File: src/rtl/sprite_vram_pkg.sv
// Shared definitions for the sprite VRAM: geometry, address helper, command
// op encodings and the writer FSM state encoding.
package sprite_vram_pkg;
    localparam int SPRITE_SIZE  = 32;
    localparam int SPRITE_COUNT = 8;
    localparam int XY_WIDTH     = $clog2(SPRITE_SIZE);
    localparam int SPRITE_WIDTH = $clog2(SPRITE_COUNT);
    localparam int ADDR_WIDTH   = SPRITE_WIDTH + 2 * XY_WIDTH;
    localparam int DATA_WIDTH   = 8;

    localparam logic [ADDR_WIDTH-1:0] FILL_LAST  = ADDR_WIDTH'(SPRITE_SIZE * SPRITE_SIZE - 1);
    localparam logic [ADDR_WIDTH-1:0] CLEAR_LAST = ADDR_WIDTH'(SPRITE_SIZE * SPRITE_SIZE * SPRITE_COUNT - 1);

    typedef enum logic [1:0] {
        OP_WRITE_PIXEL = 2'd0,
        OP_FILL_SPRITE = 2'd1,
        OP_CLEAR_ALL   = 2'd2,
        OP_RESERVED    = 2'd3
    } op_e;

    typedef enum logic [1:0] {
        ST_IDLE  = 2'd0,
        ST_WRITE = 2'd1,
        ST_DONE  = 2'd2
    } state_e;

    // Sprite-major layout: pure concatenation, so no multiplier in either path.
    function automatic logic [ADDR_WIDTH-1:0] sprite_addr(
        input logic [SPRITE_WIDTH-1:0] sprite,
        input logic [XY_WIDTH-1:0]     y,
        input logic [XY_WIDTH-1:0]     x
    );
        return {sprite, y, x};
    endfunction
endpackage

File: src/rtl/vram_addr_counter.sv
// Address walker for the VRAM writer: loadable base, ascending offset that
// stops at a loaded terminal count, and a last flag at the terminal value.
module vram_addr_counter
    import sprite_vram_pkg::*;
(
    input  logic                  clk,
    input  logic                  reset,
    input  logic                  load,
    input  logic [ADDR_WIDTH-1:0] base,
    input  logic [ADDR_WIDTH-1:0] terminal,
    input  logic                  step,
    output logic [ADDR_WIDTH-1:0] addr,
    output logic                  last
);
    logic [ADDR_WIDTH-1:0] base_q;
    logic [ADDR_WIDTH-1:0] term_q;
    logic [ADDR_WIDTH-1:0] cnt;

    always_ff @(posedge clk or negedge reset) begin
        if (!reset) begin
            base_q <= '0;
            term_q <= '0;
            cnt    <= '0;
        end else if (load) begin
            base_q <= base;
            term_q <= terminal;
            cnt    <= '0;
        end else if (step && !last) begin
            cnt <= cnt + 1'b1;
        end
    end

    // Base has zero low bits wherever the offset can be non-zero, so OR suffices.
    assign last = (cnt == term_q);
    assign addr = base_q | cnt;
endmodule

File: src/rtl/sprite_vram_writer.sv
// Sprite VRAM write master: pixel/fill/clear commands over valid/ready,
// with writes optionally held off until the display is blanked.
//
// state    | meaning
// ST_IDLE  | waiting for a command, cmd_ready=1
// ST_WRITE | issuing VRAM writes (stalls while the write gate is closed)
// ST_DONE  | one-cycle completion, done=1
module sprite_vram_writer
    import sprite_vram_pkg::*;
#(
    parameter bit BLANK_ONLY = 1'b1
) (
    input  logic                    clk,
    input  logic                    reset,
    input  logic                    video_enable,
    input  logic                    cmd_valid,
    output logic                    cmd_ready,
    input  logic [1:0]              cmd_op,
    input  logic [SPRITE_WIDTH-1:0] cmd_sprite,
    input  logic [XY_WIDTH-1:0]     cmd_x,
    input  logic [XY_WIDTH-1:0]     cmd_y,
    input  logic [DATA_WIDTH-1:0]   cmd_colour,
    output logic [ADDR_WIDTH-1:0]   mem_addr,
    output logic                    mem_write,
    output logic [DATA_WIDTH-1:0]   mem_data,
    output logic                    busy,
    output logic                    done
);
    state_e                  state;
    op_e                     op_q;
    logic [DATA_WIDTH-1:0]   colour_q;
    logic                    last_issued;
    logic                    accept;
    logic                    en;
    logic                    finishing;
    logic [ADDR_WIDTH-1:0]   ld_base;
    logic [ADDR_WIDTH-1:0]   ld_term;
    logic [ADDR_WIDTH-1:0]   ctr_addr;
    logic                    ctr_last;

    assign accept    = (state == ST_IDLE) && cmd_valid && cmd_ready;
    assign en        = !BLANK_ONLY || !video_enable;
    // Leave WRITE only once the final write has actually been presented.
    assign finishing = (state == ST_WRITE) && ((mem_write && last_issued) || (op_q == OP_RESERVED));

    always_comb begin
        ld_base = '0;
        ld_term = '0;
        case (op_e'(cmd_op))
            OP_WRITE_PIXEL: ld_base = sprite_addr(cmd_sprite, cmd_y, cmd_x);
            OP_FILL_SPRITE: begin
                ld_base = sprite_addr(cmd_sprite, '0, '0);
                ld_term = FILL_LAST;
            end
            OP_CLEAR_ALL:   ld_term = CLEAR_LAST;
            default:        ;
        endcase
    end

    vram_addr_counter u_counter (
        .clk      (clk),
        .reset    (reset),
        .load     (accept),
        .base     (ld_base),
        .terminal (ld_term),
        .step     ((state == ST_WRITE) && !finishing && en),
        .addr     (ctr_addr),
        .last     (ctr_last)
    );

    always_ff @(posedge clk or negedge reset) begin
        if (!reset) begin
            state       <= ST_IDLE;
            cmd_ready   <= 1'b0;
            busy        <= 1'b0;
            done        <= 1'b0;
            mem_write   <= 1'b0;
            mem_addr    <= '0;
            mem_data    <= '0;
            op_q        <= OP_WRITE_PIXEL;
            colour_q    <= '0;
            last_issued <= 1'b0;
        end else begin
            case (state)
                ST_IDLE: begin
                    done      <= 1'b0;
                    mem_write <= 1'b0;
                    if (accept) begin
                        state       <= ST_WRITE;
                        cmd_ready   <= 1'b0;
                        busy        <= 1'b1;
                        op_q        <= op_e'(cmd_op);
                        colour_q    <= (op_e'(cmd_op) == OP_CLEAR_ALL) ? '0 : cmd_colour;
                        last_issued <= 1'b0;
                    end else begin
                        cmd_ready <= 1'b1;
                    end
                end
                ST_WRITE: begin
                    if (finishing) begin
                        state     <= ST_DONE;
                        mem_write <= 1'b0;
                        done      <= 1'b1;
                    end else begin
                        mem_write <= en;
                        if (en) begin
                            mem_addr    <= ctr_addr;
                            mem_data    <= colour_q;
                            last_issued <= ctr_last;
                        end
                    end
                end
                ST_DONE: begin
                    state     <= ST_IDLE;
                    done      <= 1'b0;
                    busy      <= 1'b0;
                    cmd_ready <= 1'b1;
                end
                default: state <= ST_IDLE;
            endcase
        end
    end
endmodule

File: config.mk
export PLATFORM = sky130hd
export DESIGN_NAME = sprite_vram_writer
export DESIGN_NICKNAME = d
export VERILOG_FILES = /design/src/rtl/sprite_vram_pkg.sv /design/src/rtl/vram_addr_counter.sv /design/src/rtl/sprite_vram_writer.sv
export SDC_FILE = /design/constraint.sdc
export NUM_CORES = 1
export LEC_CHECK = 0
export ABC_AREA = 1
export CAP_MARGIN = 20
export CORE_MARGIN = 4
export CORE_UTILIZATION = 57
export DETAILED_ROUTE_END_ITERATION = 6
export PLACE_DENSITY = 0.85
export SETUP_SLACK_MARGIN = 0.4
export SYNTH_ARGS = -nofsm -noshare
export SYNTH_HDL_FRONTEND = slang
export SYNTH_SLANG_ARGS = --single-unit
File: constraint.sdc
create_clock -name clk -period 3.35 [get_ports clk]
set_clock_uncertainty 0.1 [all_clocks]
set_input_delay 0.335 -clock clk [delete_from_list [all_inputs] [get_ports clk]]
set_output_delay 0.335 -clock clk [all_outputs]
set_load 0.1 [all_outputs]
* Word level (Yosys, flattened, before mapping)
Index checks and enable logic that the tools add are counted.
** Storage, ports and cells
- Logic and storage cells :: 71
- Input port bits :: 27
- Output and inout bits :: 25
- Bits in registers :: 77
** Operators by class
- Reduce and logical (&&, ||, !) cells :: 24
- Eq/ne operators :: 10
- $add $sub $neg :: 1
- Bitwise logic cells :: 3
- Muxes and demuxes :: 20
** Operator list (number)
- $pmux W13 S2 :: 2
- $mux W13 :: 2
- $add A13 B1 Y13 const B :: 1
- $eq A13 B13 Y1 :: 1
- $or A13 B13 Y13 :: 1
- $pmux W1 S2 :: 5
- $mux W8 :: 1
- $ne A2 B2 Y1 const B :: 4
- $reduce_and A2 Y1 :: 4
- $reduce_bool A2 Y1 :: 4
- $logic_and A1 B1 Y1 :: 7
- $mux W1 :: 7
- $eq A2 B2 Y1 const B :: 3
- $eq A2 B1 Y1 const B :: 2
- $logic_not A2 Y1 :: 2
- $mux W2 :: 2
- $pmux W2 S2 :: 1
- $reduce_and A4 Y1 :: 1
- $logic_not A1 Y1 :: 3
- $reduce_and A3 Y1 :: 1
- $not A1 Y1 :: 2
- $reduce_or A2 Y1 :: 1
- $logic_or A1 B1 Y1 :: 1

* Depth between registers and ports, before layout
Gate-level depths: netlist (run 1).
- Depth after elaboration :: 9
- Depth in mapped cells :: 11
- Gate-level depth less buffers :: 11

* Hierarchy
From an unflattened synthesis (run 1), not the netlist that was laid out.
** Second synthesis, totals
- Cell total of the unflattened synthesis :: 513
- Area, all modules :: 3839.9 sq um
** Modules (own cells, without submodules)
- vram_addr_counter :: cells each 311, sequential area each 975.9 sq um, times used 1, area an instance 2154.6 sq um
- sprite_vram_writer :: cells each 202, sequential area each 950.9 sq um, times used 1, area an instance 1685.4 sq um

* Worst setup path after synthesis (run 1)
Ideal clock, no wire load.
- Path type :: reg2reg
- From :: register mem_write
- To :: register mem_addr[0]
- Data arrival time :: 1748 ps
- Stages on the path, launching flop included :: 10
- Data required time :: 3183 ps
- Slack :: 1435 ps
- Cell sequence :: dfrtp_1 -> nand2_1 -> nand2_1 -> inv_1 -> nand2_1 -> nor2_4 -> inv_2 -> buf_2 -> nand2_1 -> nand2_1
** Between the ends
- Cells in the longest elaborated chain, start to end :: 5
** Ends and longest elaborated chain
- start, declared :: RTL line sprite_vram_writer.sv:24 : output logic mem_write,
- start signal, assigned :: RTL line sprite_vram_writer.sv:105 : mem_write <= en;
- $logic_and A1 B1 Y1 :: RTL line sprite_vram_writer.sv:44 : assign finishing = (state == ST_WRITE) && ((mem_write && last_issued) || (op_q == OP_RESERVED));
- $logic_or A1 B1 Y1 :: RTL line sprite_vram_writer.sv:44
- $logic_and A1 B1 Y1 :: RTL line sprite_vram_writer.sv:44
- $not A1 Y1 (no line)
- $reduce_and A3 Y1 (no line)
- end signal, assigned :: RTL line sprite_vram_writer.sv:107 : mem_addr <= ctr_addr;
- end, declared :: RTL line sprite_vram_writer.sv:23 : output logic [ADDR_WIDTH-1:0] mem_addr,
Every way passes these cells.
A chain may end at the register's enable or synchronous reset.

* Worst setup path after layout (run 1)
- From :: register mem_addr[4]
- To :: output mem_addr[4]
No word-level cell between the ends.

==> flow_summary.toml, run 1 <==
[place]
gpl.final_weighted_congestion = 0.876
place_inst = 465
dpl_cell_area_um2 = 3550
post-place-ws_ps = 1320
port_buffers = 51
dp_hpwl_mm = 4.42

[floorplan]
coreArea_um2 = 5110
ioPinCount = 52
dieHeight_um = 80.8
start_util_pct = 59.1
rows = 26
die_w_um = 80.8
die_area_um2 = 6520

[power_and_ir_drop]
p_sw_mw = 1.80
power.total_mw = 3.70
clkPwrFrac_pct = 20.3
switching_share_pct = 48.7
ir_drop_mv = 0.727
p_seq_share_pct = 33.2
p_comb_share_pct = 46.5
power_density_nw_per_um2 = 978
intPower_mw = 1.90
leakage_nw = 1.87

[clock_tree]
numCtsBuffers = 9
clock_latency_ps = 350
cts_setup_buffers = 0
holdBufCountCts = 1
clock_path_buffers = 2
cts_root_buffer = "clkbuf_8"
cts.sinks = 66
cts_tree = "built"
clk_pin_slew_worst_paths_ps = 80
cts_resized = 0
cts_max_level = 3

[synth]
async_reset_ff_share_pct = 100
synthTopCellsByArea = "dfrtp_1 (55%), nand2_1 (15%), o21ai_0 (6.3%)"
ys_seq_area_share_pct = 54.7
synthTopCellsByCount = "nand2_1 (123), dfrtp_1 (66), o21ai_0 (38)"
synth_seq_cells = 66
synth_top_area_cell = "dfrtp_1"
postSynthAreaPerCell_um2 = 8.47
synth_edf_count = 0
synth-main-ff-cell = "dfrtp_1"
yosys_warnings = 0
syn_nets = 387
syn_area_um2 = 3020
ys_types = 26
synth.top_cell.area_share_pct = 54.7
yosysMostFrequentCell = "nand2_1"
synth_cells = 356

[global_route]
grt_max_degree = 41
globalRouteMet2Util_pct = 38.8
grtUsageMet1_pct = 27.8
grt-ovfl-total = 0
grt_use_total_pct = 23.4
grt_pass1_vias = 2550
antenna_found_initial = 0
busiest_layer = "met2"
grtUsageMet3_pct = 6.87
grt_pass1_wl_mm = 11.6

[critical_path]
cp.required_ps = 2910
startpoint_type = "flop"
max_stage_delay_ps = 1140
cp.arrival_ps = 1860
cp-end-kind = "output pin"
timing.reg2reg.setup_slack_ps = 1340
crit_path_cell_trace = "clkdlybuf4s50_1"
path_class = "reg -> out"
worst-path-max-fanout = 2
worst-path-buf-inv = 1
slowest_stage = "clkdlybuf4s50_1"
critical-path-top-delay-family = "buffers and inverters"

[sta]
setup_viol = 0
final.period_utilization_pct = 68.6
min_period_ps = 2300
holdWs_ps = 378
max_freq_mhz = 435
finalMaxSlewViolations = 0
setup_ws_ps = 1050
relSlewSlack_pct = 34.1
worstMarginPinSlew_ps = 985
fin_tns_setup_ps = 0
hold_violations = 0
grt_setup_unrepaired = "no"

[route]
drtIter0Drc = 192
drtPass1Iterations = 4
wl_mm = 6.65
via_per_inst = 5.15
ant_nets = 0
wl_per_cell_um = 13.8
drc = 0
dr_total_vias = 2481

[final_layout]
diodes = 0
fin_cells = 482
fin_area_um2 = 3780
nFillCells = 391
multi_input_area_um2 = 1170
area_delta_synth_final_pct = 25.4
fin_util_pct = 74.1
seq_area_um2 = 1650
layout-drive-gt1-share_pct = 9.22
nets = 438

[hold_path]
hp-class = "reg -> reg"

[job]
drv_cap = 0

[outcome]
status = "finished, final reports clean"
worst paths after layout:
path	from	to	cells after the start
setup / recovery	mem_addr[4]	mem_addr[4]	1
max in group asynchronous	reset	u_counter.cnt[1]	3
hold / removal	mem_addr[7]	mem_addr[7]	2
min in group asynchronous	reset	u_counter.base_q[10]	2
setup reg to reg	state[0]	last_issued	7
hold reg to reg	mem_addr[7]	mem_addr[7]	2
layout by cell type (no fill, tap or decap):
master / synthesis / final
nand2_1: 123 / 123
dfrtp_1: 66 / 66
clkdlybuf4s50_1: 0 / 50
o21ai_0: 38 / 38
inv_1: 29 / 29
nor2_1: 28 / 28
nand3_1: 17 / 17
clkbuf_8: 0 / 9
nand4_1: 7 / 7
o21ai_2: 7 / 7
xor2_1: 6 / 6
ha_1: 4 / 4
nand3_2: 3 / 3
nor2_2: 2 / 2
nand2_4: 2 / 2
inv_2: 2 / 2
o21ai_1: 2 / 2
clkinvlp_4: 0 / 2
bufinv_16: 0 / 2
clkinv_4: 0 / 2
buf_4: 1 / 2
or2_2: 1 / 1
a22o_1: 1 / 1
nand2_2: 1 / 1
nor2_4: 1 / 1
a21oi_1: 1 / 1
xnor2_1: 1 / 1
inv_6: 0 / 1
dlygate4sd3_1: 0 / 1
buf_2: 7 / 1
registers in the layout (all words and copies together) (netlist names), 2 cells and up:
name	cells
mem_addr	13
u_counter.base_q	13
u_counter.cnt	13
colour_q	8
mem_data	8
op_q	2
state	2
u_counter.term_q	2
per-layer routing:
layer / wire, um / vias up
met5: 0 / -
met4: 143 / 0
met3: 516 / 16
met2: 3270 / 78
met1: 2720 / 1158
li1: - / 1229
area by class of cell:
cell class	count	area share, %
Sequential cell	66	43.7
Clock buffer	9	3.27
Timing Repair Buffer	54	14.0
Inverter	31	3.08
Multi-Input combinational cell	245	31.0
Clock inverter	7	2.68
Tap cell	70	2.32
power groups by stage:
| stage | sequential (mW) | clock [mW] | combinational [mW] |
|---|---|---|---|
| floorplan | 1.98 | 0 | 0.576 |
| global placement | 1.23 | 0 | 1.67 |
| detailed placement | 1.24 | 0 | 1.71 |
| CTS | 1.23 | 0.760 | 1.73 |
| global route | 1.26 | 0.800 | 1.84 |
| finish | 1.23 | 0.752 | 1.72 |
logic make-up after synthesis:
group           count (synthesis)  synth area share (%)
xor+xnor                        7                  2.03
buf+inv                        45                  6.43
compound gates                 49                  9.12
flops                          66                  54.7
simple gates                  185                  26.0
fa+ha+maj                       4                  1.66
worst min-delay path: stages, from the launching register on:
cell and delay (ps):
dfrtp_1 350, nand2_1 60, nand2_1 40
No activity file was read; power rests on OpenSTA's default activity.
==> run 2, diff against run 1 <==
--- a/config.mk
+++ b/config.mk
@@ -8,9 +8,9 @@
 export ABC_AREA = 1
 export CAP_MARGIN = 20
 export CORE_MARGIN = 4
-export CORE_UTILIZATION = 57
+export CORE_UTILIZATION = 47
 export DETAILED_ROUTE_END_ITERATION = 6
-export PLACE_DENSITY = 0.85
+export PLACE_DENSITY = 0.75
 export SETUP_SLACK_MARGIN = 0.4
 export SYNTH_ARGS = -nofsm -noshare
 export SYNTH_HDL_FRONTEND = slang
==> constraint.sdc (replaced) <==
create_clock -name clk -period 1.9 [get_ports clk]
set_clock_uncertainty 0.1 [all_clocks]
set_input_delay 0.19 -clock clk [delete_from_list [all_inputs] [get_ports clk]]
set_output_delay 0.19 -clock clk [all_outputs]
set_load 0.1 [all_outputs]
==> flow_summary.toml, run 2 (synthesis gave the netlist of run 1 again) <==
[outcome]
status = "finished, final reports clean"

[place]
place_inst = 478
post-place-ws_ps = 168
port_buffers = 51
gpl.final_weighted_congestion = 0.816
dpl_cell_area_um2 = 3620
dp_hpwl_mm = 4.62

[clock_tree]
cts.sinks = 66
clk_pin_slew_worst_paths_ps = 70
cts_root_buffer = "clkbuf_8"
clock_latency_ps = 340
clock_path_buffers = 2
numCtsBuffers = 9
cts_tree = "built"
cts_max_level = 3

[final_layout]
layout-drive-gt1-share_pct = 25.5
nFillCells = 485
area_delta_synth_final_pct = 36.0
fin_area_um2 = 4100
mostFrequentLayoutCell = "nand2_1"
multi_input_area_um2 = 1280
seq_area_um2 = 1670
reg.largest.list = "mem_addr (13), u_counter.base_q (13), u_counter.cnt (13)"
fin_cells = 510
final_cell_mix = "nand2_1 (120), dfrtp_1 (56), buf_4 (42)"
diodes = 0
nets = 461
fin_util_pct = 67.7

[route]
wl_mm = 7.11
drtIter0Drc = 121
drc = 0
drtPass1Iterations = 4
ant_nets = 0
dr_total_vias = 2572
wl_per_cell_um = 13.9
via_per_inst = 5.04

[critical_path]
crit_cells = 7
max_stage_delay_ps = 460
timing.reg2reg.setup_slack_ps = 390
worst-path-buf-inv = 1
path_class = "reg -> reg"
slowest_stage = "dfrtp_2"
crit_path_cell_trace = "nor2_1 -> nand3_1 -> o21ai_2 -> nand2_4 -> buf_4 -> nand4_1 -> nand2_1"
r2r-end = "u_counter.cnt[0]"
critical-path-top-delay-family = "simple AND/OR/NAND/NOR gates"
cp.arrival_ps = 1640
r2r_start = "u_counter.cnt[7]"
r2r_cells = 7
cp-end-kind = "flop"
startpoint_type = "flop"
worst-path-max-fanout = 6
cp.required_ps = 2030

[power_and_ir_drop]
power_density_nw_per_um2 = 1700
ir_drop_mv = 1.31
leakage_nw = 2.05
power.total_mw = 6.98

[floorplan]
ioPinCount = 52
dieHeight_um = 88.1
coreArea_um2 = 6060
die_area_um2 = 7760
rows = 28
die_w_um = 88.1
start_util_pct = 49.8

[global_route]
grt-ovfl-total = 0
grt_max_degree = 40
grt_use_total_pct = 20.3
globalRouteMet2Util_pct = 31.7
antenna_found_initial = 0
grtUsageMet1_pct = 27.4
grt_pass1_vias = 2474
grtUsageMet3_pct = 4.61
grt_pass1_wl_mm = 11.9
busiest_layer = "met2"

[sta]
final.period_utilization_pct = 79.4
grt_setup_unrepaired = "yes"
min_period_ps = 1510
relSlewSlack_pct = 78.4
max_freq_mhz = 663
setup_ws_ps = 391
fin_tns_setup_ps = 0
finalMaxSlewViolations = 0
setup_viol = 0
holdWs_ps = 166
hold_violations = 0
worstMarginPinSlew_ps = 323

[hold_path]
hp-class = "in -> async"

[job]
drv_cap = 0
==> run 2: cell count changes in the layout (fill, tap and decap cells not counted), moves of 6 or more <==
cell / change
dfrtp_1: -10
o21ai_0: -7
buf_4: +40
nand3_2: +8
nand3_1: -8
o21ai_1: +6
clkdlybuf4s50_1: -25
dfrtp_2: +8
==> run 2: worst register-to-register path: stages, from the launching register on <==
cell and delay [ps]:
dfrtp_2 460, nor2_1 140, nand3_1 100, o21ai_2 160, nand2_4 130, buf_4 160, nand4_1 100, nand2_1 70
==> run 2: layout make-up <==
cell class                      instances  area share (%)
Timing Repair Buffer                   76            17.1
Clock buffer                           14            3.96
Clock inverter                          2            1.46
Sequential cell                        66            40.7
Multi-Input combinational cell        246            31.1
Inverter                               31            3.32
Tap cell                               75            2.29
==> run 2: repair_timing <==
item / 4_1_cts / 5_1_grt
setup endpoints to repair: 48 / 46
cloned: 1 / 1
setup buffers: 5 / 8
hold buffers: 1 / 0
resized for setup: 19 / 23
pin swaps: 3 / 15
hold endpoints to repair: 45 / 0
==> run 2: layer usage <==
metal  wire length [um]  share of wire [%]
met4                151                2.1
met5                  0                  0
met1               3320                 47
met2               3280                 46
met3                355                5.0
==> run 2: report_power, final <==
group	leakage (nW)	total, mW	internal [mW]	switching, mW
clock	0.111	1.33	0.813	0.518
sequential	0.852	2.20	1.90	0.296
combinational	1.09	3.45	0.955	2.49
total	2.05	6.98	3.67	3.31
==> run 2: how the worst max path moves through the flow <==
stage	from	to	slack (ps)
finish	u_counter.cnt[7]	u_counter.cnt[0]	390
global route	u_counter.cnt[2]	u_counter.cnt[9]	310
CTS	mem_write	mem_addr[5]	380
detailed placement	mem_write	last_issued	170
global placement	u_counter.cnt[3]	u_counter.cnt[10]	220
floorplan	mem_write	mem_data[2]	240
